<file path="config.mk">
export PLATFORM = sky130hd
export DESIGN_NAME = dehaze_tx_ctrl
export DESIGN_NICKNAME = d
export VERILOG_FILES = /design/src/rtl/dehaze_tx_ctrl.sv
export SDC_FILE = /design/constraint.sdc
export NUM_CORES = 1
export LEC_CHECK = 0
export BUFFER_PORTS_ARGS = -buffer_cell sky130_fd_sc_hd__buf_2
export CAP_MARGIN = 15
export CORE_ASPECT_RATIO = 0.75
export CORE_MARGIN = 2
export CORE_UTILIZATION = 50
export DETAILED_ROUTE_END_ITERATION = 8
export GPL_TIMING_DRIVEN = 0
export PLACE_DENSITY = 0.71
export SLEW_MARGIN = 15
export SYNTH_ARGS = -nofsm -noshare
export SYNTH_HDL_FRONTEND = slang
export SYNTH_SLANG_ARGS = --single-unit
</file>
<file path="constraint.sdc">
create_clock -name clk -period 2.4 [get_ports clk]
set_input_delay 0.72 -clock clk [delete_from_list [all_inputs] [get_ports clk]]
set_output_delay 0.72 -clock clk [all_outputs]
set_load 0.01 [all_outputs]
</file>
<file path="src/rtl/dehaze_tx_ctrl.sv">
// Per-pixel transmission sequencer: scale dark channel, capture t, run reciprocal, hand off t and 1/t.
// Optional per-frame minimum-t statistic enabled by TX_STATS_EN.
module dehaze_tx_ctrl #(
  parameter logic [15:0] OMEGA        = 16'd62259,
  parameter int          TIMEOUT      = 64,
  parameter int          FRAME_PIXELS = 307200
) (
  input  logic        clk,
  input  logic        rst_n,
  input  logic        in_valid,
  output logic        in_ready,
  input  logic [15:0] in_dark,
  output logic [15:0] sub_a,
  input  logic [15:0] sub_diff,
  output logic        recip_start,
  output logic        recip_abort,
  output logic [15:0] recip_operand,
  input  logic        recip_done,
  input  logic [15:0] recip_result,
  output logic        out_valid,
  input  logic        out_ready,
  output logic [15:0] out_t,
  output logic [15:0] out_inv_t,
  output logic        err_timeout,
`ifdef TX_STATS_EN
  output logic [15:0] t_min,
`endif
  output logic        frame_done
);

  // state | meaning
  // IDLE  | accepting a pixel, in_ready high
  // SUB   | scaled dark on sub_a, capture t from subtractor
  // START | recip_start pulse, timeout counter cleared
  // WAIT  | waiting for recip_done or timeout
  // OUT   | presenting t and 1/t until out_ready
  typedef enum logic [2:0] {S_IDLE, S_SUB, S_START, S_WAIT, S_OUT} state_t;

  localparam int TW = (TIMEOUT > 2) ? $clog2(TIMEOUT) : 1;
  localparam int PW = (FRAME_PIXELS > 1) ? $clog2(FRAME_PIXELS) : 1;
  localparam logic [TW-1:0] TO_LAST  = TW'(TIMEOUT - 2);
  localparam logic [PW-1:0] PIX_LAST = PW'(FRAME_PIXELS - 1);

  state_t        r_state;
  logic [15:0]   r_scaled;
  logic [15:0]   r_t;
  logic [15:0]   r_inv;
  logic [TW-1:0] r_tcnt;
  logic [PW-1:0] r_pix;
  logic          r_in_ready;
  logic          r_start;
  logic          r_abort;
  logic          r_out_valid;
  logic          r_err;

  logic [15:0]   w_scaled;
  logic          w_hs;
  logic          w_last;

  assign w_scaled = 16'((32'(in_dark) * 32'(OMEGA)) >> 16);
  assign w_hs     = r_out_valid & out_ready;
  assign w_last   = (r_pix == PIX_LAST);

  always_ff @(posedge clk or negedge rst_n) begin
    if (!rst_n) begin
      r_state     <= S_IDLE;
      r_scaled    <= '0;
      r_t         <= '0;
      r_inv       <= '0;
      r_tcnt      <= '0;
      r_pix       <= '0;
      r_in_ready  <= 1'b0;
      r_start     <= 1'b0;
      r_abort     <= 1'b0;
      r_out_valid <= 1'b0;
      r_err       <= 1'b0;
    end else begin
      r_start <= 1'b0;
      r_abort <= 1'b0;
      case (r_state)
        S_IDLE: begin
          if (r_in_ready && in_valid) begin
            r_scaled   <= w_scaled;
            r_in_ready <= 1'b0;
            r_state    <= S_SUB;
          end else begin
            r_in_ready <= 1'b1;
          end
        end
        S_SUB: begin
          r_t     <= sub_diff;
          r_start <= 1'b1;
          r_state <= S_START;
        end
        S_START: begin
          r_tcnt  <= '0;
          r_state <= S_WAIT;
        end
        S_WAIT: begin
          r_tcnt <= r_tcnt + 1'b1;
          // done takes priority over a coincident timeout
          if (recip_done) begin
            r_inv       <= recip_result;
            r_out_valid <= 1'b1;
            r_state     <= S_OUT;
          end else if (r_tcnt == TO_LAST) begin
            r_inv       <= 16'hFFFF;
            r_abort     <= 1'b1;
            r_err       <= 1'b1;
            r_out_valid <= 1'b1;
            r_state     <= S_OUT;
          end
        end
        S_OUT: begin
          if (out_ready) begin
            r_out_valid <= 1'b0;
            r_in_ready  <= 1'b1;
            r_pix       <= w_last ? '0 : r_pix + 1'b1;
            r_state     <= S_IDLE;
          end
        end
        default: begin
          r_state    <= S_IDLE;
          r_in_ready <= 1'b0;
        end
      endcase
    end
  end

  assign in_ready      = r_in_ready;
  assign sub_a         = r_scaled;
  assign recip_start   = r_start;
  assign recip_abort   = r_abort;
  assign recip_operand = r_t;
  assign out_valid     = r_out_valid;
  assign out_t         = r_t;
  assign out_inv_t     = r_inv;
  assign err_timeout   = r_err;
  assign frame_done    = w_hs & w_last;

`ifdef TX_STATS_EN
  logic [15:0] r_run_min;
  logic [15:0] r_t_min;
  logic [15:0] w_min_next;

  assign w_min_next = (r_t < r_run_min) ? r_t : r_run_min;

  always_ff @(posedge clk or negedge rst_n) begin
    if (!rst_n) begin
      r_run_min <= 16'hFFFF;
      r_t_min   <= 16'hFFFF;
    end else if (w_hs) begin
      if (w_last) begin
        r_t_min   <= w_min_next;
        r_run_min <= 16'hFFFF;
      end else begin
        r_run_min <= w_min_next;
      end
    end
  end

  assign t_min = r_t_min;
`endif

endmodule

</file>
==> out/results.txt, run 1 <==
Status: complete, but fails checks
Failing checks: setup timing
Initial antenna violation count: 0
Yosys Warn Count: 0
Fmax: 182 MHz
Gr ovfl total: 0
Max-Cap Viols: 0
Placed cells: 1173
Final Hold Viols: 0
Worst rel slew slack: 0.334
Final Skew: 0.00666 ns
Mean routed wirelength per cell: 15.8 µm
Seq/Total Area, Yosys: 0.238
TritonCTS clock tree: done
# diodes: 0
Cell taking the most area after synthesis: dfrtp_1
H-tree depth: 3
Endpoints failing setup: 17
CTS Hold Bufs: 0
Post-layout util: 0.652
PnR worst setup slack: -3.09 ns
Unrepaired setup endpoints after global routing: yes
Detailed placer's ending HPWL: 14.6 mm
Most frequent cells after synthesis: 168 x inv_1, 130 x ha_1, 97 x fa_1
Drt initial violations: 369
Syn_area_per_cell: 10.2 µm²
DR vias: 6462
Synthesized area: 8510 µm²
Pins Over Slew Limit: 0
Clk_lat worst skew: 0.34 ns
Final wirelength: 19.5 mm
# rows: 41
Synth Flop Type: dfrtp_1
Async set or reset register ratio after synthesis: 1.00
Core area: 16700 µm²
Setup Crit Path Kind: in2reg
GRT Resource Usage Total: 0.219
Startpoint Class: input pin
GR Util met2: 0.353
Fin crit share: 2.29
Clock slew at reported path FFs: 0.06 ns
Io pins: 123
Count leader, synth: inv_1
M1 GR Usage: 0.311
Port bufs: 122
EDFF count, synth: 0
CP max FO: 4
Via density per instance: 5.23
Die area: 18100 µm²
Unique masters post-synth: 57
Worst slew pin tran: 0.991 ns
GR Util met3: 0.0409
CTS Sinks: 81
Area contributors post-synth: dfrtp_1 24%, fa_1 23%, ha_1 19%
GP Congestion: 0.879
Die Width: 155 µm
Buffer depth of the longest clock path: 2
Fraction of layout instances using a drive strength above 1: 0.321
Worst hold-check path type: in2async
Num CTS Buffers: 9
Yosys top cell area share: 0.238
Mapped Cells: 835
Post-Syn Nets: 1115
Grt peak-use layer: met2
Vias in the first global route: 6360
Clock tree root driver cell: clkbuf_16
Wire length of the first global-routing pass: 31.3 mm
Final min period: 5.49 ns
Crit path capture type: register
Final cell count without fillers: 1236
Pre-antenna DRT Iters: 5
Fill cell count: 1295
Initial Utilization: 0.509
Post-layout net count: 1296
Antenna viol nets, final: 0
Largest net degree at the start of global routing: 62
Yosys reg bits: 81
Chip Height: 117 µm
Area grow syn2layout: 28.2%
Critical Path RT: 2.62 ns
DRC violation count after routing: 0
Arrival time worst endpoint: 5.71 ns
## final cells by class
type                            count  area, µm²  share of cell area
Clock inverter                      6       67.6             0.00619
Timing Repair Buffer              173       1240               0.113
Buffer                             30        191              0.0175
Tap cell                          215        269              0.0247
Multi-Input combinational cell    553       6230               0.571
Sequential cell                    81       2030               0.186
Inverter                          168        659              0.0604
Clock buffer                       10        229              0.0210
## per-layer routing
layer | wire, µm | share of wire | up-vias
met5 | 0 | 0 | -
met4 | 241 | 0.012 | 0
met3 | 983 | 0.050 | 21
met2 | 9420 | 0.48 | 122
met1 | 8850 | 0.45 | 3212
li1 | - | - | 3107
## registers in the layout (all words and copies together), names as in the netlist
| name | cells |
|---|---|
| err_timeout | 1 |
| in_ready | 1 |
| out_inv_t | 16 |
| out_t | 16 |
| out_valid | 1 |
| r_pix | 19 |
| r_state | 3 |
| r_tcnt | 6 |
| recip_abort | 1 |
| recip_start | 1 |
| sub_a | 16 |
## kinds of logic after synthesis
group / count (synthesis) / synth area share
AOI/OAI and AO/OA: 126 / 0.100
xor gates and xnor gates: 28 / 0.0288
adders and majority gates: 227 / 0.419
buffers and inverters: 201 / 0.0972
DFF: 81 / 0.238
muxes: 20 / 0.0260
and+or+nand+nor: 152 / 0.0903
## metrics by stage
stage                     hold WS (ns)  setup WS (ns)  cell area, µm²  TNS, ns
after floorplan                  0.424          -3.13            8560   -46.49
after global placement           0.448          -3.90            9440   -57.99
after detailed placement         0.458          -3.88            9470   -56.90
final                            0.260          -3.09           10900   -45.99
after global routing             0.276          -3.18           10900   -48.27
after CTS                        0.273          -3.24           10600   -46.39
## critical path: stages
cell and delay, ns:
buf_12 0.09, inv_8 0.03, fa_1 0.54, inv_2 0.04
fa_1 0.51, inv_2 0.04, fa_1 0.47, fa_1 0.50
inv_1 0.05, fa_1 0.47, inv_1 0.05, fa_1 0.52
inv_2 0.05, ha_4 0.24, buf_4 0.14, a21o_1 0.17
a21oi_2 0.14, o21ai_2 0.09, o21a_4 0.23, nor2_4 0.10
buf_6 0.14, o21ai_2 0.06, a221o_1 0.30
## repair_timing
action | 4_1_cts | 5_1_grt
pin swaps | 70 | 77
endpoints found under the setup margin | 17 | 23
gates resized for setup | 118 | 55
hold endpoints to repair | 0 | 0
buffers inserted | 33 | 20
## path summary, 6_finish.rpt
| path | startpoint | endpoint | slack, ns | depth (start not counted) |
|---|---|---|---|---|
| max in group asynchronous | rst_n | r_pix[12] | 1.52 | 2 |
| worst max-delay path | in_dark[3] | sub_a[9] | -3.09 | 23 |
| worst min-delay path | rst_n | out_inv_t[0] | 0.26 | 1 |
| worst max register to register | r_state[2] | sub_a[14] | 0.15 | 6 |
| worst min register to register | sub_a[1] | sub_a[1] | 0.47 | 2 |
| min in group clk | sub_a[1] | sub_a[1] | 0.47 | 2 |
## cells in the final DEF (no fill, tap or decap), types with 10 or more instances in the layout
cell / n
inv_1: 144
buf_2: 106
ha_1: 105
fa_1: 91
dfrtp_1: 80
buf_4: 58
nand2_1: 43
nor2_1: 32
ha_4: 23
inv_2: 17
mux2_2: 17
buf_6: 16
a21oi_1: 16
o22a_1: 16
xnor2_1: 15
nand4_1: 14
o21ai_1: 14
o21ai_0: 13
clkbuf_1: 12
xor2_1: 12
nand3_1: 11
a21o_1: 10
Power of run 1 is not shown: default switching activity piles up to over one toggle a cycle in this logic, so the estimate is an artifact.
==> inputs of run 2 (changes only) <==
--- a/config.mk
+++ b/config.mk
@@ -13,6 +13,7 @@
 export DETAILED_ROUTE_END_ITERATION = 8
 export GPL_TIMING_DRIVEN = 0
 export PLACE_DENSITY = 0.71
+export REMOVE_ABC_BUFFERS = 1
 export SLEW_MARGIN = 15
 export SYNTH_ARGS = -nofsm -noshare
 export SYNTH_HDL_FRONTEND = slang
==> run 2 against run 1 <==
The flow still finishes with violations (setup timing); setup slack improved by 0.0060 ns; fmax rose by 0.11%; worst hold slack gained 0.15 ns; routed wire length decreased by 2.5%; register-to-register slack lost 0.11 ns; sequential share of layout area grew 0.74 points; first-iteration DRC count down 17%; die area unchanged; final cell count fell by 3.3%; flip-flop and latch count unchanged.
==> out/results.txt, run 2 (same netlist as run 1, synthesis figures left out) <==
Clock tree root driver cell: clkbuf_16
TritonCTS clock tree: done
Chip Height: 117 µm (unchanged)
Fill cell count: 1311 (+1.2%)
Status: complete, but fails checks
Final min period: 5.48 ns (-0.00600 ns)
Drt initial violations: 308 (-17%)
GP Congestion: 0.873 (-0.68%)
CP max FO: 3 (-1)
Initial Utilization: 0.509 (unchanged)
Largest Register: r_pix
Most common cell after layout, fill and taps aside: inv_1
Mean routed wirelength per cell: 15.9 µm (+0.85%)
DRC violation count after routing: 0 (unchanged)
Initial antenna violation count: 0 (unchanged)
Wire length of the first global-routing pass: 30.9 mm (-1.3%)
Pre-antenna DRT Iters: 4 (-1)
Unrepaired setup endpoints after global routing: yes
Crit. Startpoint: in_dark[3]
Io pins: 123 (unchanged)
Setup Crit Path Kind: in2reg
Most frequent cells in the layout: 154 x inv_1, 107 x ha_1, 107 x buf_2
DR vias: 6342 (-1.9%)
Crit path capture type: register
Largest register FFs: 19 (unchanged)
Max-Cap Viols: 0 (unchanged)
Worst hold-check path type: in2async
Final Hold Viols: 0 (unchanged)
# rows: 41 (unchanged)
Gr ovfl total: 0 (unchanged)
Die Width: 155 µm (unchanged)
Arrival time worst endpoint: 5.75 ns (+0.04 ns)
Fmax: 182 MHz (+0.11%)
Final Skew: 0.00560 ns (-0.00106 ns)
Failing checks: setup timing
CTS Sinks: 81 (unchanged)
Core area: 16700 µm² (unchanged)
Via density per instance: 5.31 (+1.5%)
Largest net degree at the start of global routing: 48 (-23%)
H-tree depth: 3 (unchanged)
Buffer depth of the longest clock path: 2 (unchanged)
CTS Hold Bufs: 0 (unchanged)
Post-layout util: 0.628 (-0.0246)
Port bufs: 122 (unchanged)
Startpoint Class: input pin
Endpoints failing setup: 16 (-1)
Post-layout net count: 1258 (-2.9%)
Reg-to-Reg Start: r_state[2]
Final wirelength: 19.0 mm (-2.5%)
Detailed placer's ending HPWL: 14.6 mm (-0.37%)
Worst rel slew slack: 0.342 (+0.00788)
Pins Over Slew Limit: 0 (unchanged)
Clk_lat worst skew: 0.33 ns (about the same)
Num CTS Buffers: 9 (unchanged)
Critical Path RT: 2.66 ns (+0.04 ns)
Fin crit share: 2.28 (-0.00250)
# diodes: 0 (unchanged)
Vias in the first global route: 6214 (-2.3%)
GRT Resource Usage Total: 0.217 (-0.00156)
Fraction of layout instances using a drive strength above 1: 0.294 (-0.0274)
Die area: 18100 µm² (unchanged)
PnR worst setup slack: -3.08 ns (+0.00600 ns)
Worst slew pin tran: 0.987 ns (-0.00356 ns)
Area grow syn2layout: 23.3%
Antenna viol nets, final: 0 (unchanged)
Clock slew at reported path FFs: 0.06 ns (about the same)
## run 2: cell type report
type                            instances  area [µm²]  area share
Sequential cell                        81        2030       0.193
Timing Repair Buffer                  165        1100       0.105
Inverter                              168         652      0.0621
Clock inverter                          1        5.00    0.000477
Clock buffer                           12         246      0.0235
Tap cell                              215         269      0.0256
Multi-Input combinational cell        553        6200       0.590
## run 2: through the flow
step	setup TNS (ns)	area [µm²]	setup WS [ns]	hold slack, ns	instances
floorplan	-49.31	8310	-3.34	0.424	802
global placement	-61.36	9190	-4.10	0.445	1139
detailed placement	-60.27	9220	-4.10	0.447	1140
CTS	-45.22	10300	-3.05	0.420	1179
global route	-48.96	10500	-3.21	0.445	1195
finish	-46.52	10500	-3.08	0.409	1195
## run 2: metal layers
metal | global-route usage | vias to the layer above | share of wire
met5 | 0 | - | 0
met2 | 0.359 | 103 | 0.49
met1 | 0.314 | 3203 | 0.46
met3 | 0.0306 | 10 | 0.039
met4 | 0.0383 | 0 | 0.0074
li1 | - | 3026 | -
## run 2: final timing paths
check,cells after the start,slack [ns],end
worst max-delay path,21,-3.08,sub_a[10]
worst min-delay path,1,0.41,out_inv_t[7]
worst max register to register,3,0.04,sub_a[10]
worst min register to register,1,0.46,err_timeout
max in group asynchronous,2,1.39,r_pix[12]
min in group clk,1,0.46,err_timeout
## run 2: critical path: stages
cell and delay (ns):
buf_12 0.09, inv_8 0.03, fa_1 0.54, inv_2 0.04
fa_1 0.47, inv_1 0.05, fa_1 0.47, fa_1 0.51
inv_2 0.04, fa_1 0.47, inv_1 0.05, fa_1 0.49
inv_2 0.05, ha_4 0.27, and2_4 0.14, o211ai_1 0.14
a311oi_2 0.33, o21a_4 0.24, nor2_4 0.05, or4_4 0.49
nand3_2 0.07
## run 2: what timing repair did
item | CTS | global route
setup buffers | 26 | 16
hold endpoints to repair | 0 | 0
cloned | 0 | 0
pin swaps | 84 | 36
setup endpoints to repair | 17 | 19
resized for setup | 136 | 22
Power of run 2 is left out for the same reason.
==> inputs of run 3 (changes only) <==
--- a/config.mk
+++ b/config.mk
@@ -9,10 +9,9 @@
 export CAP_MARGIN = 15
 export CORE_ASPECT_RATIO = 0.75
 export CORE_MARGIN = 2
-export CORE_UTILIZATION = 50
+export CORE_UTILIZATION = 30
 export DETAILED_ROUTE_END_ITERATION = 8
 export GPL_TIMING_DRIVEN = 0
-export PLACE_DENSITY = 0.71
 export REMOVE_ABC_BUFFERS = 1
 export SLEW_MARGIN = 15
 export SYNTH_ARGS = -nofsm -noshare
==> run 3 against run 2 <==
The run still ends with setup timing left; clock-buffer cell count down 1; final cell count up 14%; non-clock buffer count down 7; register-to-register slack worse by 0.02 ns; fmax down 0.33%; critical path depth down 1; cell area up 1.8%; first-iteration DRC count down 4.9%; setup slack worse by 0.018 ns; critical path type unchanged; highest routed layer unchanged.
==> out/results.txt, run 3 (same netlist as run 1, synthesis figures left out) <==
Buffer depth of the longest clock path: 2 (unchanged)
Arrival time worst endpoint: 5.73 ns (-0.02 ns)
Worst hold-check path type: in2async
Worst path slowest cell: fa_1
Endpoints failing setup: 16 (unchanged)
Worst R2R Setup Slack: 0.02 ns (-0.02 ns)
GRT Resource Usage Total: 0.135 (-0.0819)
PnR worst setup slack: -3.10 ns (-0.0181 ns)
Initial Utilization: 0.304 (-0.205)
Die Width: 198 µm (+28%)
Gr ovfl total: 0 (unchanged)
Clock tree root driver cell: clkbuf_16
Final Skew: 0.00681 ns (+0.00121 ns)
Chip Height: 150 µm (+28%)
Fin crit share: 2.29 (+0.00756)
Clock slew at reported path FFs: 0.06 ns (about the same)
DR vias: 6206 (-2.1%)
Final min period: 5.50 ns (+0.0181 ns)
WP buf/inv: 6 (-1)
Failing checks: setup timing
Most frequent cells in the layout: 156 x inv_1, 112 x ha_1, 106 x buf_2
Register area: 2030 µm² (about the same)
Pre-antenna DRT Iters: 4 (unchanged)
Worst rel slew slack: 0.315 (-0.0269)
Unrepaired setup endpoints after global routing: yes
TritonCTS clock tree: done
Final wirelength: 18.9 mm (-0.53%)
Wire length of the first global-routing pass: 31.7 mm (+2.7%)
Most common cell after layout, fill and taps aside: inv_1
Final Hold Viols: 0 (unchanged)
Via density per instance: 4.56 (-14%)
Startpoint Class: input pin
Clk_lat worst skew: 0.33 ns (about the same)
Die area: 29700 µm² (+64%)
Antenna viol nets, final: 0 (unchanged)
Num CTS Buffers: 9 (unchanged)
Critical Path RT: 2.63 ns (-0.03 ns)
Vias in the first global route: 6300 (+1.4%)
Max-Cap Viols: 0 (unchanged)
Area grow syn2layout: 25.6%
Fmax: 182 MHz (-0.33%)
# rows: 53 (+29%)
Hold_ws: 0.359 ns (-0.0495 ns)
# diodes: 0 (unchanged)
Pins Over Slew Limit: 0 (unchanged)
Largest register FFs: 19 (unchanged)
Drt initial violations: 293 (-4.9%)
Largest net degree at the start of global routing: 44 (-8.3%)
CP max FO: 3 (unchanged)
Cells along the critical path: buf_8, fa_1, fa_1, inv_1, fa_1, inv_1, fa_1, fa_1, inv_1, fa_1, inv_2, ha_4, and2_4, o211ai_1, buf_4, a311oi_4, o21a_4, o211ai_1, and3_1, o31ai_1
Io pins: 123 (unchanged)
Port bufs: 122 (unchanged)
Status: complete, but fails checks
Setup Crit Path Kind: in2reg
CTS Hold Bufs: 0 (unchanged)
Largest Register: r_pix
DRC violation count after routing: 0 (unchanged)
Fraction of layout instances using a drive strength above 1: 0.277 (-0.0172)
Initial antenna violation count: 0 (unchanged)
Core area: 28000 µm² (+67%)
Crit-path max cell delay: 0.56 ns (+0.02 ns)
Crit path capture type: register
Area occupied by multi-input gates: 6160 µm² (-0.61%)
Post-layout net count: 1251 (-0.56%)
Critical path's top delay family: adder cells
H-tree depth: 3 (unchanged)
GP Congestion: 0.826 (-5.3%)
Mean routed wirelength per cell: 13.9 µm (-13%)
CTS Sinks: 81 (unchanged)
Worst slew pin tran: 1.02 ns (+0.0319 ns)
Critical path's most frequent cell: fa_1
Fill cell count: 2790 (+110%)
Detailed placer's ending HPWL: 15.3 mm (+5.3%)
run 3: cell count changes in the layout (fill, tap and decap cells not counted), sizes merged:
cell,before,now
clkbuf,12,11
bufinv,0,2
buf,165,158
clkinv,1,3
run 3: worst register-to-register path, delay by kind of cell, from the launching register on:
family	cells	cell delay, ns
and+or+nand+nor	3	1.79
DFF	1	0.51
run 3: routing by layer:
layer | vias up | track usage | share of wire
li1 | 3009 | - | -
met1 | 3090 | 0.199 | 0.49
met2 | 99 | 0.208 | 0.45
met3 | 8 | 0.0300 | 0.052
met4 | 0 | 0.0198 | 0.0064
met5 | - | 0 | 0
run 3: worst paths after layout:
path	end	cells after the start	start
setup / recovery	sub_a[15]	20	in_dark[1]
hold reg to reg	err_timeout	1	err_timeout
setup reg to reg	sub_a[10]	3	r_state[2]
min in group clk	err_timeout	1	err_timeout
max in group asynchronous	out_t[9]	2	rst_n
hold / removal	sub_a[12]	1	rst_n
run 3: timing repair:
| item | CTS | global route |
|---|---|---|
| pin swaps | 60 | 24 |
| gates resized for setup | 119 | 23 |
| setup endpoints to repair | 17 | 19 |
| setup buffers | 30 | 6 |
run 3: area by class of cell:
type	count	area share
multi-input combinational	553	0.576
sequential	81	0.190
inverter	168	0.0610
clock inverter	5	0.00738
timing repair buffer	158	0.0979
clock buffer	11	0.0227
tap	385	0.0451
run 3: through the flow:
step	setup slack, ns	instance area, µm²	TNS, ns	util	instances
after floorplan	-3.34	8310	-49.31	-	802
after global placement	-4.22	9410	-72.80	0.336	1309
after detailed placement	-4.20	9440	-61.77	0.337	1310
after CTS	-3.06	10500	-46.70	0.376	1356
after global routing	-3.24	10700	-50.18	0.382	1361
final	-3.10	10700	-47.41	0.382	1361
Power of run 3 is left out for the same reason.
